<file path="config.mk">
export PLATFORM = sky130hd
export DESIGN_NAME = fetch_unit
export DESIGN_NICKNAME = d
export VERILOG_FILES = /design/src/rtl/fetch_unit.sv
export SDC_FILE = /design/constraint.sdc
export NUM_CORES = 1
export LEC_CHECK = 0
export CORE_MARGIN = 1
export CORE_UTILIZATION = 36
export CTS_BUF_LIST = sky130_fd_sc_hd__clkbuf_8
export DETAILED_ROUTE_END_ITERATION = 8
export PLACE_DENSITY_LB_ADDON = 0.12
export REMOVE_ABC_BUFFERS = 1
export SLEW_MARGIN = 20
export SYNTH_ARGS = -nofsm -noshare
export SYNTH_HDL_FRONTEND = slang
export SYNTH_SLANG_ARGS = --single-unit
</file>
<file path="constraint.sdc">
create_clock -name clock -period 8.1 [get_ports clock]
set_clock_uncertainty 0.15 [all_clocks]
set_input_delay 1.215 -clock clock [delete_from_list [all_inputs] [get_ports clock]]
set_output_delay 1.215 -clock clock [all_outputs]
set_load 0.02 [all_outputs]
</file>
<file path="src/rtl/fetch_unit.sv">
// Decoupled instruction fetch stage.
// Issues sequential fetch requests over a valid/ready channel and accepts
// in-order responses into a small prefetch queue that feeds decode.
// A redirect flushes the queue and discards every response still in flight.
// Queue entries plus in-flight requests never exceed DEPTH, so a response
// always finds a free queue slot.
module fetch_unit #(
    parameter int unsigned      WIDTH    = 32,
    parameter int unsigned      DEPTH    = 4,
    parameter logic [WIDTH-1:0] RESET_PC = '0,
    parameter int unsigned      PC_INC   = 4
) (
    input  logic                     clock,
    input  logic                     reset,
    output logic                     imem_req_valid,
    input  logic                     imem_req_ready,
    output logic [WIDTH-1:0]         imem_req_addr,
    input  logic                     imem_resp_valid,
    input  logic [WIDTH-1:0]         imem_resp_data,
    input  logic                     redirect_valid,
    input  logic [WIDTH-1:0]         redirect_pc,
    output logic                     instr_valid,
    input  logic                     instr_ready,
    output logic [WIDTH-1:0]         instr_data,
    output logic [WIDTH-1:0]         instr_pc,
    output logic [WIDTH-1:0]         instr_pc_next,
    output logic [$clog2(DEPTH):0]   queue_count,
    output logic                     err_unexpected_response
);

    localparam int unsigned      AW      = $clog2(DEPTH);
    localparam int unsigned      CW      = AW + 1;
    localparam logic [WIDTH-1:0] INC     = WIDTH'(PC_INC);
    localparam logic [CW:0]      DEPTH_C = (CW + 1)'(DEPTH);

    // Control state
    logic             r_run;
    logic [WIDTH-1:0] r_fetch_pc;
    logic [WIDTH-1:0] r_resp_pc;
    logic [CW-1:0]    r_outstanding;
    logic [CW-1:0]    r_drop;
    logic [CW-1:0]    r_count;
    logic [AW-1:0]    r_wr_ptr;
    logic [AW-1:0]    r_rd_ptr;
    logic             r_err;

    // Queue storage (data only, never reset)
    logic [WIDTH-1:0] r_q_data [DEPTH];
    logic [WIDTH-1:0] r_q_pc   [DEPTH];

    logic [CW:0]      w_credit;
    logic             w_req_fire;
    logic             w_resp_ok;
    logic             w_resp_drop;
    logic             w_push;
    logic             w_pop;

    // Credit covers both queued entries and requests whose responses are pending.
    assign w_credit       = {1'b0, r_count} + {1'b0, r_outstanding};

    // r_run holds the request channel idle until the first edge after reset.
    assign imem_req_valid = r_run && !redirect_valid && (w_credit < DEPTH_C);
    assign imem_req_addr  = r_fetch_pc;
    assign w_req_fire     = imem_req_valid && imem_req_ready;

    // A response only counts against requests accepted in earlier cycles.
    assign w_resp_ok      = imem_resp_valid && (r_outstanding != '0);
    assign w_resp_drop    = w_resp_ok && (r_drop != '0);
    assign w_push         = w_resp_ok && (r_drop == '0) && !redirect_valid;
    assign w_pop          = instr_valid && instr_ready && !redirect_valid;

    assign instr_valid             = (r_count != '0);
    assign instr_data              = r_q_data[r_rd_ptr];
    assign instr_pc                = r_q_pc[r_rd_ptr];
    assign instr_pc_next           = instr_pc + INC;
    assign queue_count             = r_count;
    assign err_unexpected_response = r_err;

    // Fetch address, response address and outstanding/drop bookkeeping.
    always_ff @(posedge clock or negedge reset) begin
        if (!reset) begin
            r_run         <= 1'b0;
            r_fetch_pc    <= RESET_PC;
            r_resp_pc     <= RESET_PC;
            r_outstanding <= '0;
            r_drop        <= '0;
            r_err         <= 1'b0;
        end else begin
            r_run         <= 1'b1;
            r_outstanding <= r_outstanding + CW'(w_req_fire) - CW'(w_resp_ok);
            if (imem_resp_valid && (r_outstanding == '0)) begin
                r_err <= 1'b1;
            end
            if (redirect_valid) begin
                r_fetch_pc <= redirect_pc;
                r_resp_pc  <= redirect_pc;
                // Everything still in flight after this cycle belongs to the old path.
                r_drop     <= r_outstanding - CW'(w_resp_ok);
            end else begin
                if (w_req_fire) begin
                    r_fetch_pc <= r_fetch_pc + INC;
                end
                if (w_push) begin
                    r_resp_pc <= r_resp_pc + INC;
                end
                if (w_resp_drop) begin
                    r_drop <= r_drop - CW'(1);
                end
            end
        end
    end

    // Queue pointers and occupancy; a redirect empties the queue.
    always_ff @(posedge clock or negedge reset) begin
        if (!reset) begin
            r_count  <= '0;
            r_wr_ptr <= '0;
            r_rd_ptr <= '0;
        end else if (redirect_valid) begin
            r_count  <= '0;
            r_wr_ptr <= '0;
            r_rd_ptr <= '0;
        end else begin
            r_count <= r_count + CW'(w_push) - CW'(w_pop);
            if (w_push) begin
                r_wr_ptr <= r_wr_ptr + AW'(1);
            end
            if (w_pop) begin
                r_rd_ptr <= r_rd_ptr + AW'(1);
            end
        end
    end

    // Registered queue write: an accepted response becomes visible next cycle.
    always_ff @(posedge clock) begin
        if (w_push) begin
            r_q_data[r_wr_ptr] <= imem_resp_data;
            r_q_pc[r_wr_ptr]   <= r_resp_pc;
        end
    end

endmodule

</file>
## After elaboration in Yosys (flattened, before gate mapping)

Memory sizes are Yosys's and may differ from the RTL's.
Index checks and enable logic that the tools add are counted.

| storage, ports and cells | value |
|---|---|
| input bits | 70 |
| memories kept | 2 |
| word-level logic and storage cells | 57 |
| memory bits (writable) | 256 |
| output and inout bits | 134 |
| register bits after elaboration | 79 |

Memory list:

| memory | depth | bits a word | read ports | clocked after Yosys merged registers in | wr ports | line | text |
|---|---|---|---|---|---|---|---|
| r_q_data | 4 | 32 | 1 | 0 | 1 | 48 | `logic [WIDTH-1:0] r_q_data [DEPTH];` |
| r_q_pc | 4 | 32 | 1 | 0 | 1 | 49 | `logic [WIDTH-1:0] r_q_pc [DEPTH];` |

| operators by class | value |
|---|---|
| reduce and logical (&&, ||, !) cells | 20 |
| add/sub/neg operators | 12 |
| multiplexer cells | 13 |
| magnitude comparators | 1 |

Operators by type and width:

| kind | number |
|---|---|
| $mux 32 | 4 |
| $add 32x3->32 const B | 3 |
| $logic_and 1x1->1 | 10 |
| $mux 3 | 3 |
| $reduce_bool 3->1 | 3 |
| $sub 3x1->3 | 3 |
| $mux 2 | 4 |
| $reduce_bool 2->1 | 4 |
| $add 3x1->3 | 2 |
| $logic_not 3->1 | 2 |
| $add 2x1->2 const B | 2 |
| $add 3x3->4 | 1 |
| $lt 4x3->1 const B | 1 |
| $sub 3x1->3 const B | 1 |
| $mux 1 | 2 |
| $logic_not 1->1 | 1 |

## Logic depth before layout (Yosys ltp)

| logic depth | value |
|---|---|
| depth after elaboration | 7 |
| depth in mapped cells | 12 |
| depth with buffers taken out | 12 |

## Worst setup path before layout

No wires, ideal clock.

| path | value |
|---|---|
| kind | input to register |
| start | input imem_resp_valid |
| end | memory r_q_data[0][0] (enable) |
| data arrival time | 3.262 ns |
| stages on the path | 3 |
| data required time | 7.521 ns |
| path slack | 4.260 ns |
| path through | o31ai_1 nor3_1 and2_1 |

| on the way | value |
|---|---|
| longest elaborated chain between the ends | 5 |

RTL lines:

| what | line | text |
|---|---|---|
| start, declared | 18 | `input logic imem_resp_valid,` |
| $logic_and 1x1->1 | 67 | `assign w_resp_ok = imem_resp_valid && (r_outstanding != '0);` |
| $logic_and 1x1->1 (2 in series) | 69 | `assign w_push = w_resp_ok && (r_drop == '0) && !redirect_valid;` |
| $mux 1 | 136 | `if (w_push) begin` |
| $mux 1 (implied by the code) | 137 | `r_q_data[r_wr_ptr] <= imem_resp_data;` |
| end, declared | 48 |  |

Every way passes these cells.

## Worst setup path after layout

| path | value |
|---|---|
| start | register r_rd_ptr[0] |
| end | output instr_pc_next[27] |

| on the way | value |
|---|---|
| longest elaborated chain between the ends | 2 |

RTL lines:

| what | line | text |
|---|---|---|
| start, declared | 44 | `logic [AW-1:0] r_rd_ptr;` |
| start signal, assigned | 129 | `r_rd_ptr <= r_rd_ptr + AW'(1);` |
| $mem_v2 4x32 | n/a |  |
| $add 32x3->32 | 75 | `assign instr_pc_next = instr_pc + INC;` |
| end, declared | 26 | `output logic [WIDTH-1:0] instr_pc_next,` |

Every way passes these cells.

==> out/qor.yml <==
power_and_ir_drop:
  powerDensity_nw_per_um2: 291
  power.leakage_uw: 0.00618
  ir_worst_vdd_mv: 0.104
  p_total_uw: 5230
synthesis:
  netlist_area_um2: 14200
  synth_seq_cells: 335
  synthArstFlopShare_pct: 23.6
  synth_cell_types: 49
  ys_seq_area_share_pct: 68.1
  synth-main-ff-cell: "edfxtp_1"
  syn_avg_cell_area_um2: 16.0
  synth_warnings: 0
  netlist_instances: 888
  synth_edf_count: 256
sta:
  relSlewSlack_pct: 29.1
  finalHoldViolCount: 0
  setup_violations: 0
  finalSetupTns_ns: 0
  rsz0062_at_grt: "no"
  fin_crit_sh_pct: 71.9
  finalCriticalPeriod_ns: 5.83
  timing.hold.ws_ns: 0.306
  tightest_slew_ns: 1.06
  final_max_slew_viol_count: 0
  clock.fmax_ghz: 0.172
detailed_routing:
  vias_per_cell: 4.94
  drt_first_pass_iters: 4
  wl_per_cell_um: 19.3
  drc: 0
  ant_nets: 0
  totalWireLength_mm: 32.6
  num_vias: 8344
  drtIter0Drc: 373
critical_path:
  path_max_fanout: 44
  cp-end-kind: "primary output"
  worst-setup-path-type: "reg2out"
  worstPathRequired_ns: 6.73
  worstPathArrival_ns: 4.46
  startpoint_type: "flip-flop"
cts:
  cts_sinks: 335
  clk-insertion-delay-late_ns: 0.62
  hold_buffers: 0
  tritoncts: "built"
  htreeDepth: 2
  ctsResizeCount: 0
  ctsRootBufferMaster: "clkbuf_8"
  post_cts_buffers: 0
  cts_buffer_depth: 3
  cts_made_buffers: 56
  path_clk_slew_ns: 0.06
global_route:
  grt_max_degree: 67
  grt_overflow_total: 0
  grt_pass1_wl_mm: 51.9
  groute.usage.overall_pct: 16.7
  antenna_found_initial: 0
  grt_pass1_vias: 8861
run_status:
  status: "finished, final reports clean"
placement:
  portBuffers: 203
  detailed_place_hpwl_mm: 20.4
  place_area_um2: 16800
  routabilityCongestion: 0.812
floorplan:
  die_w_um: 201
  start_util_pct: 36.6
  dieArea_um2: 40200
  rows: 72
  die_h_um: 201
  core_um2: 38700
  io_pins: 204
cells_and_area:
  finalCoreUtilization_pct: 46.5
  fin_nets: 1213
  mostFrequentLayoutCells: "edfxtp_1, clkdlybuf4s50_1, dfrtp_1, nand2_1, clkbuf_8"
  final_common_cell: "edfxtp_1"
  area_growth_pct: 26.9
  layout-drive-gt1-share_pct: 14.3
  final_area_um2: 18000
  diodes: 0
job:
  drv_cap: 0
hold_path:
  hold_class: "reg2reg"
## power by group
| part | total, uW | leakage [uW] | internal, uW | switching [uW] |
|---|---|---|---|---|
| clock network | 1650 | 0.000656 | 955 | 698 |
| registers | 2140 | 0.00326 | 1970 | 170 |
| logic | 1440 | 0.00227 | 717 | 722 |
## metal layers
layer / part of all wire (%) / wire [um] / global-route usage (%)
met3: 6.0 / 1970 / 3.96
met1: 45 / 14800 / 23.1
met2: 46 / 15000 / 26.1
met5: 0 / 0 / 0
met4: 2.4 / 797 / 5.43
## cells in the mapped netlist, types with 5 or more instances
master | count | area [um^2]
edfxtp_1 | 256 | 7690
and2_1 | 10 | 62.6
and3_1 | 14 | 87.6
xor2_1 | 26 | 228
nand4_1 | 23 | 144
nor2_1 | 47 | 176
o211ai_1 | 13 | 97.6
o21ai_0 | 37 | 185
nand2_1 | 64 | 240
nand3_1 | 39 | 195
o311ai_0 | 5 | 43.8
clkbuf_1 | 16 | 60.1
buf_2 | 8 | 40.0
a21oi_1 | 17 | 85.1
xnor2_1 | 49 | 429
inv_1 | 34 | 128
ha_1 | 17 | 213
dfrtp_1 | 79 | 1980
mux4_2 | 51 | 1150
and4_1 | 6 | 52.6
mux4_1 | 12 | 315
mux2_2 | 10 | 113
nor3_1 | 10 | 50.1
## cells by family after synthesis
logic type / Yosys count / synth area share (%)
buffers and inverters: 68 / 2.11
multiplexers: 77 / 11.4
other: 1 / 0.0264
adder cells (fa/ha/maj): 19 / 1.78
XOR/XNOR: 75 / 4.63
AO/OA/AOI/OAI: 78 / 3.21
flip-flops: 335 / 68.1
AND/OR/NAND/NOR: 235 / 8.75
## cell type report
type                       count  area (um^2)
fill                        3495        20700
inverter                      35          131
clock buffer                  58          798
multi-input combinational    485         4240
tap                          518          648
timing repair buffer         211         2080
clock inverter                47          434
sequential                   335         9670
## final timing paths
kind | startpoint | to | slack (ns) | cells past startpoint
worst max-delay path | r_rd_ptr[0]$_DFFE_PN0P_ | instr_pc_next[27] | 2.27 | 8
worst max register to register | r_outstanding[2]$_DFF_PN0_ | r_outstanding[2]$_DFF_PN0_ | 4.30 | 10
worst min-delay path | err_unexpected_response$_DFFE_PN0P_ | err_unexpected_response$_DFFE_PN0P_ | 0.31 | 1
worst min register to register | err_unexpected_response$_DFFE_PN0P_ | err_unexpected_response$_DFFE_PN0P_ | 0.31 | 1
min in group asynchronous | reset | imem_req_addr[29]$_DFFE_PN0P_ | 0.41 | 1
max in group asynchronous | reset | r_outstanding[2]$_DFF_PN0_ | 6.38 | 2
## stage by stage
step	setup slack, ns	instances
2_1_floorplan	2.23	855
3_3_place_gp	2.86	1584
3_5_place_dp	2.84	1584
4_1_cts	2.14	1689
5_1_grt	1.93	1689
6_report	2.27	1689
## critical path, stage by stage, from the launching register on
cell	delay, ns
dfrtp_4	1.01
buf_4	0.54
mux4_1	0.72
and4_1	0.29
and4_1	0.25
nand3_2	0.14
nor2_1	0.07
xnor2_1	0.15
clkdlybuf4s50_1	0.63
## flip-flops by register name (all words and copies together) (netlist names)
signal                   count
err_unexpected_response      1
imem_req_addr               32
queue_count                  3
r_drop                       3
r_outstanding                3
r_q_data                   128
r_q_pc                     128
r_rd_ptr                     2
r_resp_pc                   32
r_run                        1
r_wr_ptr                     2
(Power assumes the default switching activity.)
